File: config.mk
export PLATFORM = sky130hd
export DESIGN_NAME = neuron_mac_accum
export DESIGN_NICKNAME = d
export VERILOG_FILES = /design/src/rtl/neuron_mac_accum.sv
export SDC_FILE = /design/constraint.sdc
export NUM_CORES = 1
export LEC_CHECK = 0
export BUFFER_PORTS_ARGS = -buffer_cell sky130_fd_sc_hd__buf_2
export CORE_MARGIN = 10
export CORE_UTILIZATION = 62
export CTS_BUF_LIST = sky130_fd_sc_hd__clkbuf_8 sky130_fd_sc_hd__clkbuf_16
export DETAILED_ROUTE_END_ITERATION = 12
export PLACE_DENSITY_LB_ADDON = 0.05
export RECOVER_POWER = 25
export SLEW_MARGIN = 10
export SYNTH_ARGS = -nofsm -noshare
export SYNTH_HDL_FRONTEND = slang
export SYNTH_SLANG_ARGS = --single-unit
File: constraint.sdc
create_clock -name clk -period 8.6 [get_ports clk]
set_input_delay 1.72 -clock clk [delete_from_list [all_inputs] [get_ports clk]]
set_output_delay 1.72 -clock clk [all_outputs]
set_load 0.01 [all_outputs]
File: src/rtl/neuron_mac_accum.sv
`default_nettype none
// ============================================================================
//  Module      : neuron_mac_accum
//  Description : Serial multiply-accumulate front end of the digital neuron.
//                Loads a signed bias on start, accepts N_INPUTS signed (x, w)
//                pairs over a valid/ready handshake, adds each full-precision
//                product (sign-extended) to the accumulator and presents the
//                ACC_W-bit weighted sum with a one-cycle sum_valid pulse.
//  Ports       : clk, rst_n (async active-low)
//                start, bias       - begin evaluation, bias sampled with start
//                in_valid/in_ready - x/w pair handshake (ready only in ACC)
//                x, w              - signed activation / weight
//                sum_out           - registered signed weighted sum
//                sum_valid         - one-cycle pulse, sum_out final
//                busy              - evaluation in progress
//  Config      : MAC_SAT_EN defined   -> every add saturates to ACC_W range
//                MAC_SAT_EN undefined -> adds wrap modulo 2^ACC_W
//  Revision    : 1.0 - initial release
// ============================================================================
module neuron_mac_accum #(
    parameter int IN_W     = 8,
    parameter int W_W      = 8,
    parameter int ACC_W    = 21,
    parameter int N_INPUTS = 4
) (
    input  logic                    clk,
    input  logic                    rst_n,
    input  logic                    start,
    input  logic signed [ACC_W-1:0] bias,
    input  logic                    in_valid,
    output logic                    in_ready,
    input  logic signed [IN_W-1:0]  x,
    input  logic signed [W_W-1:0]   w,
    output logic signed [ACC_W-1:0] sum_out,
    output logic                    sum_valid,
    output logic                    busy
);

    localparam int CNT_W = (N_INPUTS > 1) ? $clog2(N_INPUTS) : 1;
    localparam int PRD_W = IN_W + W_W;

    localparam logic [1:0] c_IDLE = 2'd0;
    localparam logic [1:0] c_ACC  = 2'd1;
    localparam logic [1:0] c_DONE = 2'd2;

    localparam logic [CNT_W-1:0] c_LAST = CNT_W'(N_INPUTS - 1);

    logic [1:0]              r_state;
    logic signed [ACC_W-1:0] r_acc;
    logic [CNT_W-1:0]        r_count;
    logic signed [ACC_W-1:0] r_sum_out;

    logic signed [PRD_W-1:0] w_prod;
    logic signed [ACC_W-1:0] w_prod_ext;
    logic signed [ACC_W-1:0] w_sum;
    logic                    w_accept;

    assign w_prod     = x * w;
    assign w_prod_ext = ACC_W'(w_prod);     // signed cast sign-extends
    assign w_accept   = in_valid && (r_state == c_ACC) && !start;

`ifdef MAC_SAT_EN
    // One extra bit exposes overflow; the two top bits disagree on overflow
    // and the very top bit gives the true sign to clamp toward.
    logic signed [ACC_W:0] w_sum_wide;

    assign w_sum_wide = {r_acc[ACC_W-1], r_acc} + {w_prod_ext[ACC_W-1], w_prod_ext};

    always_comb begin
        w_sum = w_sum_wide[ACC_W-1:0];
        if (w_sum_wide[ACC_W] != w_sum_wide[ACC_W-1]) begin
            w_sum = w_sum_wide[ACC_W] ? {1'b1, {(ACC_W-1){1'b0}}}
                                      : {1'b0, {(ACC_W-1){1'b1}}};
        end
    end
`else
    assign w_sum = r_acc + w_prod_ext;
`endif

    always_ff @(posedge clk or negedge rst_n) begin
        if (!rst_n) begin
            r_state   <= c_IDLE;
            r_acc     <= '0;
            r_count   <= '0;
            r_sum_out <= '0;
        end else begin
            case (r_state)
                c_IDLE: begin
                    if (start) begin
                        r_state <= c_ACC;
                        r_acc   <= bias;
                        r_count <= '0;
                    end
                end
                c_ACC: begin
                    if (start) begin
                        // Restart: any pair presented this cycle is dropped.
                        r_acc   <= bias;
                        r_count <= '0;
                    end else if (w_accept) begin
                        r_acc   <= w_sum;
                        r_count <= r_count + 1'b1;
                        if (r_count == c_LAST) begin
                            // The final sum is captured on entry to DONE so
                            // that sum_out is already final while sum_valid
                            // is high during the DONE cycle.
                            r_sum_out <= w_sum;
                            r_state   <= c_DONE;
                        end
                    end
                end
                c_DONE: begin
                    if (start) begin
                        r_state <= c_ACC;
                        r_acc   <= bias;
                        r_count <= '0;
                    end else begin
                        r_state <= c_IDLE;
                    end
                end
                default: begin
                    r_state <= c_IDLE;
                end
            endcase
        end
    end

    assign in_ready  = (r_state == c_ACC);
    assign busy      = (r_state == c_ACC);
    assign sum_valid = (r_state == c_DONE);
    assign sum_out   = r_sum_out;

endmodule
`default_nettype wire

Word level (Yosys, flattened, before mapping)
Index checks and enable logic that the tools add are counted.
Widths: inputs -> output; s select.
{ "totals": {"regBits": 46, "output_inout_bits": 24, "wordCells": 40} }
{ "classes": {"n_addsub": 2, "multipliers": 1, "n_eq_ne": 9, "n_mux": 14, "bitwise": 1, "reduce_logical": 9} }
{ "ops": {"columns": ["op", "count"], "rows": [
  ["$mux 21", 3],
  ["$pmux 21 s2", 1],
  ["$add 21x16->21", 1],
  ["$mul 8x8->16", 1],
  ["$mux 2", 7],
  ["$reduce_and 4->1", 2],
  ["$ne 2x1->1 const B", 3],
  ["$pmux 2 s3", 1],
  ["$eq 2x2->1 const B", 2],
  ["$ne 2x2->1 const B", 2],
  ["$pmux 2 s2", 1],
  ["$ne 3x2->1 const B", 1],
  ["$reduce_and 3->1", 1],
  ["$add 2x1->2 const B", 1],
  ["$eq 2x1->1 const B", 1],
  ["$logic_and 1x1->1", 2],
  ["$logic_not 2->1", 1],
  ["$reduce_bool 2->1", 1],
  ["$reduce_or 2->1", 1],
  ["$logic_not 1->1", 1],
  ["$mux 1", 1],
  ["$not 1->1", 1]
]} }

Depth between registers and ports, before layout
Gate-level depths: netlist of run 1.
{ "logic_depth": {"ltp_word": 6, "mapped_depth": 19, "mapped_depth_nobuf": 18} }

Least setup slack after synthesis of run 1
No wires, ideal clock.
{ "synth_timing": {"path_kind": "input-to-reg", "startpoint": "input port x[7]", "endpoint": "register r_sum_out[18], in the netlist sum_out[18]", "setup_time_ns": 0.125, "arrival_time_ns": 6.621, "required_time_ns": 8.475, "setup_slack_ns": 1.854, "path_stages": 16, "path_buffers": 0, "path_cell_list": "and2_1 -> inv_1 -> fa_1 -> inv_1 -> fa_1 -> fa_1 -> fa_1 -> fa_1 -> ha_1 -> and3_1 -> a221oi_2 -> o21bai_2 -> a31o_4 -> a31oi_4 -> xnor2_1 -> mux2_4"} }
{ "synth_via": {"elab_chain_cells": 2} }
{ "synth_rtl": {"columns": ["element", "line_no", "source"], "rows": [
  ["start, declared", "32", "input logic signed [IN_W-1:0] x,"],
  ["$mul 8x8->16", "58", "assign w_prod = x * w;"],
  ["$add 21x16->21", "77", "assign w_sum = r_acc + w_prod_ext;"],
  ["end signal, assigned", "107", "r_sum_out <= w_sum;"],
  ["end, declared", "51", "logic signed [ACC_W-1:0] r_sum_out;"]
]} }
No other way between the ends.
A chain may end at the register's enable or synchronous reset.

Final worst setup path of run 1
{ "layout_timing": {"startpoint": "input port w[0]", "endpoint": "register r_sum_out[18], in the netlist sum_out[18]"} }
{ "layout_via": {"elab_chain_cells": 2} }
{ "layout_rtl": {"columns": ["element", "line_no", "source"], "rows": [
  ["start, declared", "33", "input logic signed [W_W-1:0] w,"],
  ["$mul 8x8->16", "58", null],
  ["$add 21x16->21", "77", null]
]} }
No other way between the ends.

==> results of run 1 <==
-- state kept, by name (all words and copies together) (netlist names) --
register and flops:
r_acc 21, r_count 2, sum_out 21, r_state 2
-- kinds of logic (layout without fill, tap and decap cells) --
kind of cell | after synthesis | count (layout) | synth area share, %
and+or+nand+nor | 180 | 180 | 14.9
adders and majority gates | 141 | 141 | 44.3
buffers and inverters | 96 | 155 | 6.60
xor gates and xnor gates | 22 | 22 | 3.48
AOI/OAI and AO/OA | 78 | 78 | 9.13
muxes | 4 | 4 | 0.836
DFF | 46 | 46 | 20.8
-- path summary, 6_finish.rpt --
| kind | end | cells past startpoint |
|---|---|---|
| max in group asynchronous | r_acc[6]$_DFFE_PN0P_ | 1 |
| max | sum_out[18]$_DFFE_PN0P_ | 18 |
| min reg2reg | r_count[1]$_DFFE_PN0P_ | 2 |
| min in group asynchronous | r_state[0]$_DFFE_PN0P_ | 1 |
| max reg2reg | sum_out[18]$_DFFE_PN0P_ | 17 |
| min | r_count[1]$_DFFE_PN0P_ | 2 |
-- synth_stat cells, drive strengths merged, types with 9 or more instances --
cell type,count
clkbuf,12
a21oi,24
ha,49
inv,79
nand2,98
a31oi,11
and2,33
dfrtp,46
o21ai,20
fa,92
xnor2,16
a21o,9
nor2,20
-- stage by stage --
| step | hold slack, ns | instance area (µm²) |
|---|---|---|
| global placement | 0.453 | 5960 |
| floorplan | 0.443 | 5540 |
| CTS | 0.480 | 6060 |
| finish | 0.482 | 6060 |
| global route | 0.492 | 6060 |
| detailed placement | 0.461 | 5960 |
-- worst max-delay path, cell delays in order --
cell	delay, ns
buf_2	0.17
and2_1	0.15
buf_4	0.26
inv_1	0.09
fa_1	0.48
inv_1	0.05
fa_1	0.47
fa_1	0.57
fa_1	0.45
fa_1	0.47
ha_1	0.37
and3_1	0.21
a221oi_2	0.34
o21bai_2	0.13
a31o_4	0.27
a31oi_4	0.17
xnor2_1	0.10
mux2_4	0.26
-- area by class of cell --
cell class / count / area [µm²]
timing repair buffer: 67 / 340
clock inverter: 3 / 37.5
sequential: 46 / 1150
multi-input combinational: 425 / 4030
tap: 108 / 135
fill: 703 / 2660
clock buffer: 5 / 68.8
inverter: 80 / 300
-- layer usage --
| layer | share of wire (%) | track usage (%) | vias to the layer above |
|---|---|---|---|
| met1 | 42 | 24.5 | 1978 |
| li1 | - | - | 1908 |
| met3 | 3.6 | 3.30 | 14 |
| met4 | 1.3 | 4.18 | 0 |
| met2 | 53 | 34.5 | 85 |
| met5 | 0 | 0 | - |
==> metrics.cfg, run 1 <==
[place]
port_buffers=64
pre_cts_slack_ns=1.76
dp_cells=726
place_hpwl_mm=10.5
place_congestion=0.857

[synthesis]
syn-num-nets=749
synth_ff_type=dfrtp_1
synth.area.top_cells=fa_1 (33%), dfrtp_1 (21%), ha_1 (11%)
synthCells=567
syn_area_per_cell_um2=9.77
synth_top_area_share_pct=33.3
syn_area_um2=5540
synth_seq_cells=46
synth_async_sr_flop_share_pct=100
synth_top_area_cell=fa_1
synth_edf_count=0
yosys_warnings=0
yosysUniqueCellTypes=42
synth_seq_area_share_pct=20.8

[cells_and_area]
fin_util_pct=69.5
drive_gt1_share_pct=12.8
most-common-layout-cells=nand2_1 (98), fa_1 (92), inv_1 (81)
diodes=0
nets=807
areaGrowthSynthToFinish_pct=9.40
final_common_cell=nand2_1
final_cells=734

[cts]
post_cts_buffers=0
clk_latency_ns=0.30
path_clk_slew_ns=0.08
cts_buffers=5
cts_max_level=2
cts_hold_buf=0
postCtsResizedCells=0
clk_path_buf_depth=2
root_buffer=clkbuf_8
cts_tree=done
cts_sinks=46

[route]
wirelength_mm=12.2
drt-wirelength-per-cell_um=16.6
vias=3985
antenna_left=0
drt_iter0_drc=184
firstDrtPassIters=4
route.detailed.drc=0
via_per_inst=5.43

[setup_path]
critPathLaunch=w[0]
r2r-start=r_acc[6]$_DFFE_PN0P_
reg2reg_setup_slack_ns=3.65
endpoint_kind=register
cp-start-kind=input port
path_max_fanout=14
crit_arrival_ns=6.73
crit_type=in2reg
cp_data_required_time_ns=8.79

[floorplanning]
die_w_um=115
ioPinCount=65
core_um2=8720
die-area_um2=13100
num_rows=34
start_util_pct=63.5
die-height_um=115

[sta]
rsz0062_at_grt=false
fin_ws_ns=2.06
min_period_ns=6.54
worstMarginPinSlew_ns=2.39
slew_violations=47
max_freq_ghz=0.153
finalSetupTns_ns=0
relSlewSlack_pct=-59.3
hold_violations=0
clock_skew_ns=0.00596
setup_viol=0
fin_crit_sh_pct=76.0

[global_route]
grt.overflow.total=0
antenna_found_initial=0
grtUsageTotal_pct=19.6
grt_max_degree=47
first_global_vias=4322
grt_pass1_wl_mm=21.0

[run]
maxCapViolations=1

[outcome]
violations=max-capacitance violations, max-slew violations
status=complete, but fails checks

[worst_hold_path]
holdCritPathClass=reg2reg
hp-start=r_count[1]$_DFFE_PN0P_

Power of run 1 is left out: the tool's default activity adds up to more than one toggle a clock period on the data nets, which glitch-free logic cannot reach.
==> run 2: changes to the inputs <==
ABC_AREA = 1   (was unset)
CORE_UTILIZATION = 61   (was 62)
clock period = 6.85 ns   (was 8.6 ns; I/O delays follow)
==> metrics.cfg, run 2 <==
[cts]
cts_buffers=5  ; unchanged
postCtsResizedCells=0  ; unchanged
root_buffer=clkbuf_8
clk_latency_ns=0.30  ; about the same
cts_max_level=2  ; unchanged
cts_tree=done
cts_hold_buf=0  ; unchanged
path_clk_slew_ns=0.08  ; about the same
cts_sinks=46  ; unchanged
post_cts_buffers=0  ; unchanged
clk_path_buf_depth=2  ; unchanged

[synthesis]
synth_async_sr_flop_share_pct=100  ; unchanged
syn_area_per_cell_um2=8.11  ; -17%
synth.most_common_cell=nand2_1
synth_ff_type=dfrtp_1
yosys_warnings=0  ; unchanged
yosysUniqueCellTypes=33  ; -21%
synthCells=730  ; +29%
syn_area_um2=5920  ; +6.8%
synth_seq_area_share_pct=19.5  ; -1.3 points
syn-num-nets=912  ; +22%
synth_edf_count=0  ; unchanged
synth_top_area_share_pct=31.1  ; -2.1 points
synth.area.top_cells=fa_1 (31%), dfrtp_1 (19%), nand2_1 (13%)
synth_top_area_cell=fa_1
synth_common_cells=nand2_1 (207), inv_1 (139), fa_1 (92)
synth_seq_cells=46  ; unchanged

[cells_and_area]
nets=956  ; +18%
areaGrowthSynthToFinish_pct=7.76
drive_gt1_share_pct=11.5  ; -1.3 points
final_common_cell=nand2_1
fin_util_pct=68.4  ; -1.1 points
most-common-layout-cells=nand2_1 (207), inv_1 (141), fa_1 (92)
diodes=0  ; unchanged
fillCellCount=813  ; +16%

[route]
antenna_left=0  ; unchanged
drt-wirelength-per-cell_um=14.4  ; -13%
wirelength_mm=13.0  ; +7.3%
vias=4604  ; +16%
via_per_inst=5.09  ; -6.2%
firstDrtPassIters=4  ; unchanged
route.detailed.drc=0  ; unchanged
drt_iter0_drc=249  ; +35%

[floorplanning]
core_um2=9330  ; +7.0%
die_w_um=119  ; +3.5%
die-area_um2=14000  ; +7.1%
die-height_um=119  ; +3.5%
ioPinCount=65  ; unchanged
num_rows=35  ; +2.9%
start_util_pct=63.4  ; -0.068 points

[worst_hold_path]
holdPathEnd=sum_out[12]$_DFFE_PN0P_
hp-start=sum_out[12]$_DFFE_PN0P_
holdCritPathClass=reg2reg
hold_depth=2  ; unchanged

[sta]
worstMarginPinSlew_ns=2.42  ; +0.0323 ns
fin_crit_sh_pct=84.9
relSlewSlack_pct=-61.4  ; -2.2 points
min_period_ns=5.82
max_freq_ghz=0.172
slew_violations=47  ; unchanged
clock_skew_ns=0.0121  ; +0.00612 ns
rsz0062_at_grt=false
setup_viol=0  ; unchanged
finalSetupTns_ns=0  ; unchanged
hold_violations=0  ; unchanged

[run]
maxCapViolations=1  ; unchanged

[outcome]
status=complete, but fails checks
violations=max-capacitance violations, max-slew violations

[global_route]
grt_max_degree=47  ; unchanged
antenna_found_initial=0  ; unchanged
grt.overflow.total=0  ; unchanged
grt_pass1_wl_mm=22.7  ; +8.0%
grtUsageTotal_pct=19.2  ; -0.38 points
first_global_vias=4778  ; +11%

[setup_path]
reg2reg_depth=17  ; unchanged
critPathLaunch=w[0]
r2r-start=r_acc[6]$_DFFE_PN0P_
cp-start-kind=input port
endpoint_kind=register
path_max_fanout=13  ; -1
crit_type=in2reg
crit_arrival_ns=6.00  ; -0.73 ns
cp_data_required_time_ns=7.03  ; -1.76 ns
r2r-end=r_acc[12]$_DFFE_PN0P_
reg2reg_setup_slack_ns=2.43  ; -1.22 ns

[place]
place_congestion=0.903  ; +5.4%
place_hpwl_mm=11.3  ; +8.1%
port_buffers=64  ; unchanged

[run 2: area by class of cell]
type	count	area (µm²)	share of cell area (%)
well taps	129	161	2.53
clock inverters	3	37.5	0.589
flip-flops and latches	46	1150	18.0
inverters	146	548	8.59
multi-input cells	510	4080	64.0
clock buffers	5	68.8	1.08
repair buffers	65	327	5.12
[run 2: logic make-up after synthesis]
group | after synthesis | synth area share (%)
compound gates | 68 | 6.62
flops | 46 | 19.5
simple gates | 294 | 19.8
fa+ha+maj | 141 | 41.5
buf+inv | 174 | 11.6
xor+xnor | 7 | 1.04
[run 2: stage by stage]
| step | hold slack [ns] | instance area (µm²) | setup WS (ns) | cells |
|---|---|---|---|---|
| final | 0.484 | 6380 | 1.03 | 904 |
| after global routing | 0.514 | 6380 | 0.696 | 904 |
| after CTS | 0.489 | 6380 | 0.997 | 904 |
| after detailed placement | 0.460 | 6270 | 0.695 | 896 |
| after global placement | 0.458 | 6270 | 0.785 | 896 |
| after floorplan | 0.457 | 5920 | 1.15 | 730 |
[run 2: critical path, stage by stage]
cell      delay (ns)
buf_2           0.18
nand2_1         0.12
inv_1           0.55
fa_1            0.56
fa_1            0.58
fa_1            0.46
fa_1            0.49
ha_1            0.31
ha_1            0.37
nand2_1         0.12
nor2_1          0.17
nand3_1         0.08
o21bai_1        0.22
nand3_1         0.18
nand3_1         0.10
nand2_1         0.07
nand2_1         0.04
[run 2: how the worst max path moves through the flow]
stage	endpoint	slack [ns]	cells after the start
2_1_floorplan	r_acc[17]$_DFFE_PN0P_	1.15	19
3_3_place_gp	r_acc[17]$_DFFE_PN0P_	0.78	17
3_5_place_dp	r_acc[17]$_DFFE_PN0P_	0.70	17
4_1_cts	r_acc[17]$_DFFE_PN0P_	1.0	17
5_1_grt	r_acc[17]$_DFFE_PN0P_	0.70	17
6_report	r_acc[17]$_DFFE_PN0P_	1.03	17
[run 2: routing by layer]
layer / track usage [%] / up-vias / wire length [µm]
li1: - / 2278 / -
met1: 23.6 / 2245 / 5400
met2: 35.6 / 73 / 7140
met3: 2.43 / 8 / 385
met4: 2.98 / 0 / 116
met5: 0 / - / 0
Power of run 2 is left out for the same reason.
==> run 3: changes to the inputs <==
clock period = 5.9 ns   (was 6.85 ns; I/O delays follow)
==> metrics.cfg, run 3 (same netlist as run 2, synthesis figures left out) <==
[sta]
worstMarginPinSlew_ns=2.47  ; +0.0463 ns
slew_violations=47  ; unchanged
setup_viol=0  ; unchanged
max_freq_ghz=0.186
clock_skew_ns=0.0136  ; +0.00151 ns
fin_crit_sh_pct=91.3
min_period_ns=5.39
relSlewSlack_pct=-64.5  ; -3.1 points
rsz0062_at_grt=false
finalSetupTns_ns=0  ; unchanged
hold_violations=0  ; unchanged

[global_route]
antenna_found_initial=0  ; unchanged
grt_pass1_wl_mm=23.4  ; +3.1%
first_global_vias=5035  ; +5.4%
grt.overflow.total=0  ; unchanged
grtUsageTotal_pct=20.1  ; +0.87 points
grt_max_degree=47  ; unchanged

[cts]
root_buffer=clkbuf_8
clk_latency_ns=0.31  ; about the same
post_cts_buffers=0  ; unchanged
cts_buffers=5  ; unchanged
clk_path_buf_depth=2  ; unchanged
cts_max_level=2  ; unchanged
path_clk_slew_ns=0.10  ; +0.02 ns
cts_tree=done
cts_sinks=46  ; unchanged
cts_hold_buf=0  ; unchanged
postCtsResizedCells=0  ; unchanged

[floorplanning]
start_util_pct=63.4  ; unchanged
die-area_um2=14000  ; unchanged
core_um2=9330  ; unchanged
die-height_um=119  ; unchanged
num_rows=35  ; unchanged
ioPinCount=65  ; unchanged
die_w_um=119  ; unchanged

[route]
route.detailed.drc=0  ; unchanged
drt-wirelength-per-cell_um=14.8  ; +2.4%
antenna_left=0  ; unchanged
firstDrtPassIters=5  ; +1
vias=4677  ; +1.6%
via_per_inst=5.15  ; +1.0%
drt_iter0_drc=248  ; -0.40%
wirelength_mm=13.4  ; +3.0%

[setup_path]
cp_num_buf_inv=4  ; +2
cpPeakStageDelay_ns=0.55  ; -0.03 ns
endpoint_kind=register
crit_type=in2reg
cp-start-kind=input port
path_max_fanout=13  ; unchanged
crit_arrival_ns=5.59  ; -0.41 ns
cp_top_family=adder cells
cp_data_required_time_ns=6.10  ; -0.93 ns
reg2reg_setup_slack_ns=1.44  ; -0.99 ns
crit_slowest_cell=fa_1
path_cells=buf_2, nand2_1, inv_1, fa_1, fa_1, fa_1, inv_1, fa_1, inv_1, ha_1, ha_1, nand2_1, nor2_1, nand3_1, nand2_1, nand2_1, nand2_1, nand2_1, nand2_1, nand2_1
cpMostUsedCell=nand2_1

[cells_and_area]
multi_input_area_um2=4080  ; unchanged
areaGrowthSynthToFinish_pct=9.20
drive_gt1_share_pct=12.2  ; +0.70 points
nets=961  ; +0.52%
diodes=0  ; unchanged
most-common-layout-cells=nand2_1 (207), inv_1 (139), fa_1 (92)
finalInstanceArea_um2=6460  ; +1.3%
final_common_cell=nand2_1
fillCellCount=761  ; -6.4%
final-seq-area_um2=1150  ; unchanged

[place]
place_hpwl_mm=11.5  ; +1.9%
place_congestion=0.891  ; -1.3%
dpl-instance-area_um2=6320  ; +0.80%
port_buffers=64  ; unchanged

[run]
maxCapViolations=1  ; unchanged

[outcome]
violations=max-capacitance violations, max-slew violations
status=complete, but fails checks

[worst_hold_path]
holdCritPathClass=reg2reg

## run 3: tightest hold or removal path, cell delays in order (launching register included)
cell and delay (ns):
dfrtp_1 0.35, nand2_1 0.05, nand2_1 0.06
## run 3: worst paths after layout
path | startpoint | end | cells after the start
worst max register to register | r_acc[6]$_DFFE_PN0P_ | r_acc[18]$_DFFE_PN0P_ | 21
worst min register to register | sum_out[10]$_DFFE_PN0P_ | sum_out[10]$_DFFE_PN0P_ | 2
min in group asynchronous | rst_n | sum_out[18]$_DFFE_PN0P_ | 1
worst max-delay path | w[1] | r_acc[18]$_DFFE_PN0P_ | 20
max in group asynchronous | rst_n | r_acc[4]$_DFFE_PN0P_ | 1
worst min-delay path | sum_out[10]$_DFFE_PN0P_ | sum_out[10]$_DFFE_PN0P_ | 2
## run 3: metrics by stage
step | hold WS (ns) | worst slack [ns] | instances | util, %
floorplan | 0.457 | 0.395 | 730 | -
finish | 0.487 | 0.511 | 909 | 69.3
global route | 0.499 | 0.221 | 909 | 69.3
global placement | 0.457 | 0.239 | 901 | 67.8
CTS | 0.489 | 0.481 | 909 | 69.3
detailed placement | 0.465 | 0.151 | 901 | 67.8
## run 3: final cells by class
class	instances	area share (%)
Clock buffer	6	1.28
Multi-Input combinational cell	510	63.2
Sequential cell	46	17.8
Inverter	146	8.48
Tap cell	129	2.50
Clock inverter	2	0.929
Timing Repair Buffer	70	5.81
## run 3: per-layer routing
layer,part of all wire (%),vias up,GRT usage [%]
met3,4.1,21,3.00
met2,53,117,36.3
li1,-,2289,-
met1,41,2250,24.0
met5,0,-,0
met4,2.1,0,6.11
Power of run 3 is left out for the same reason.
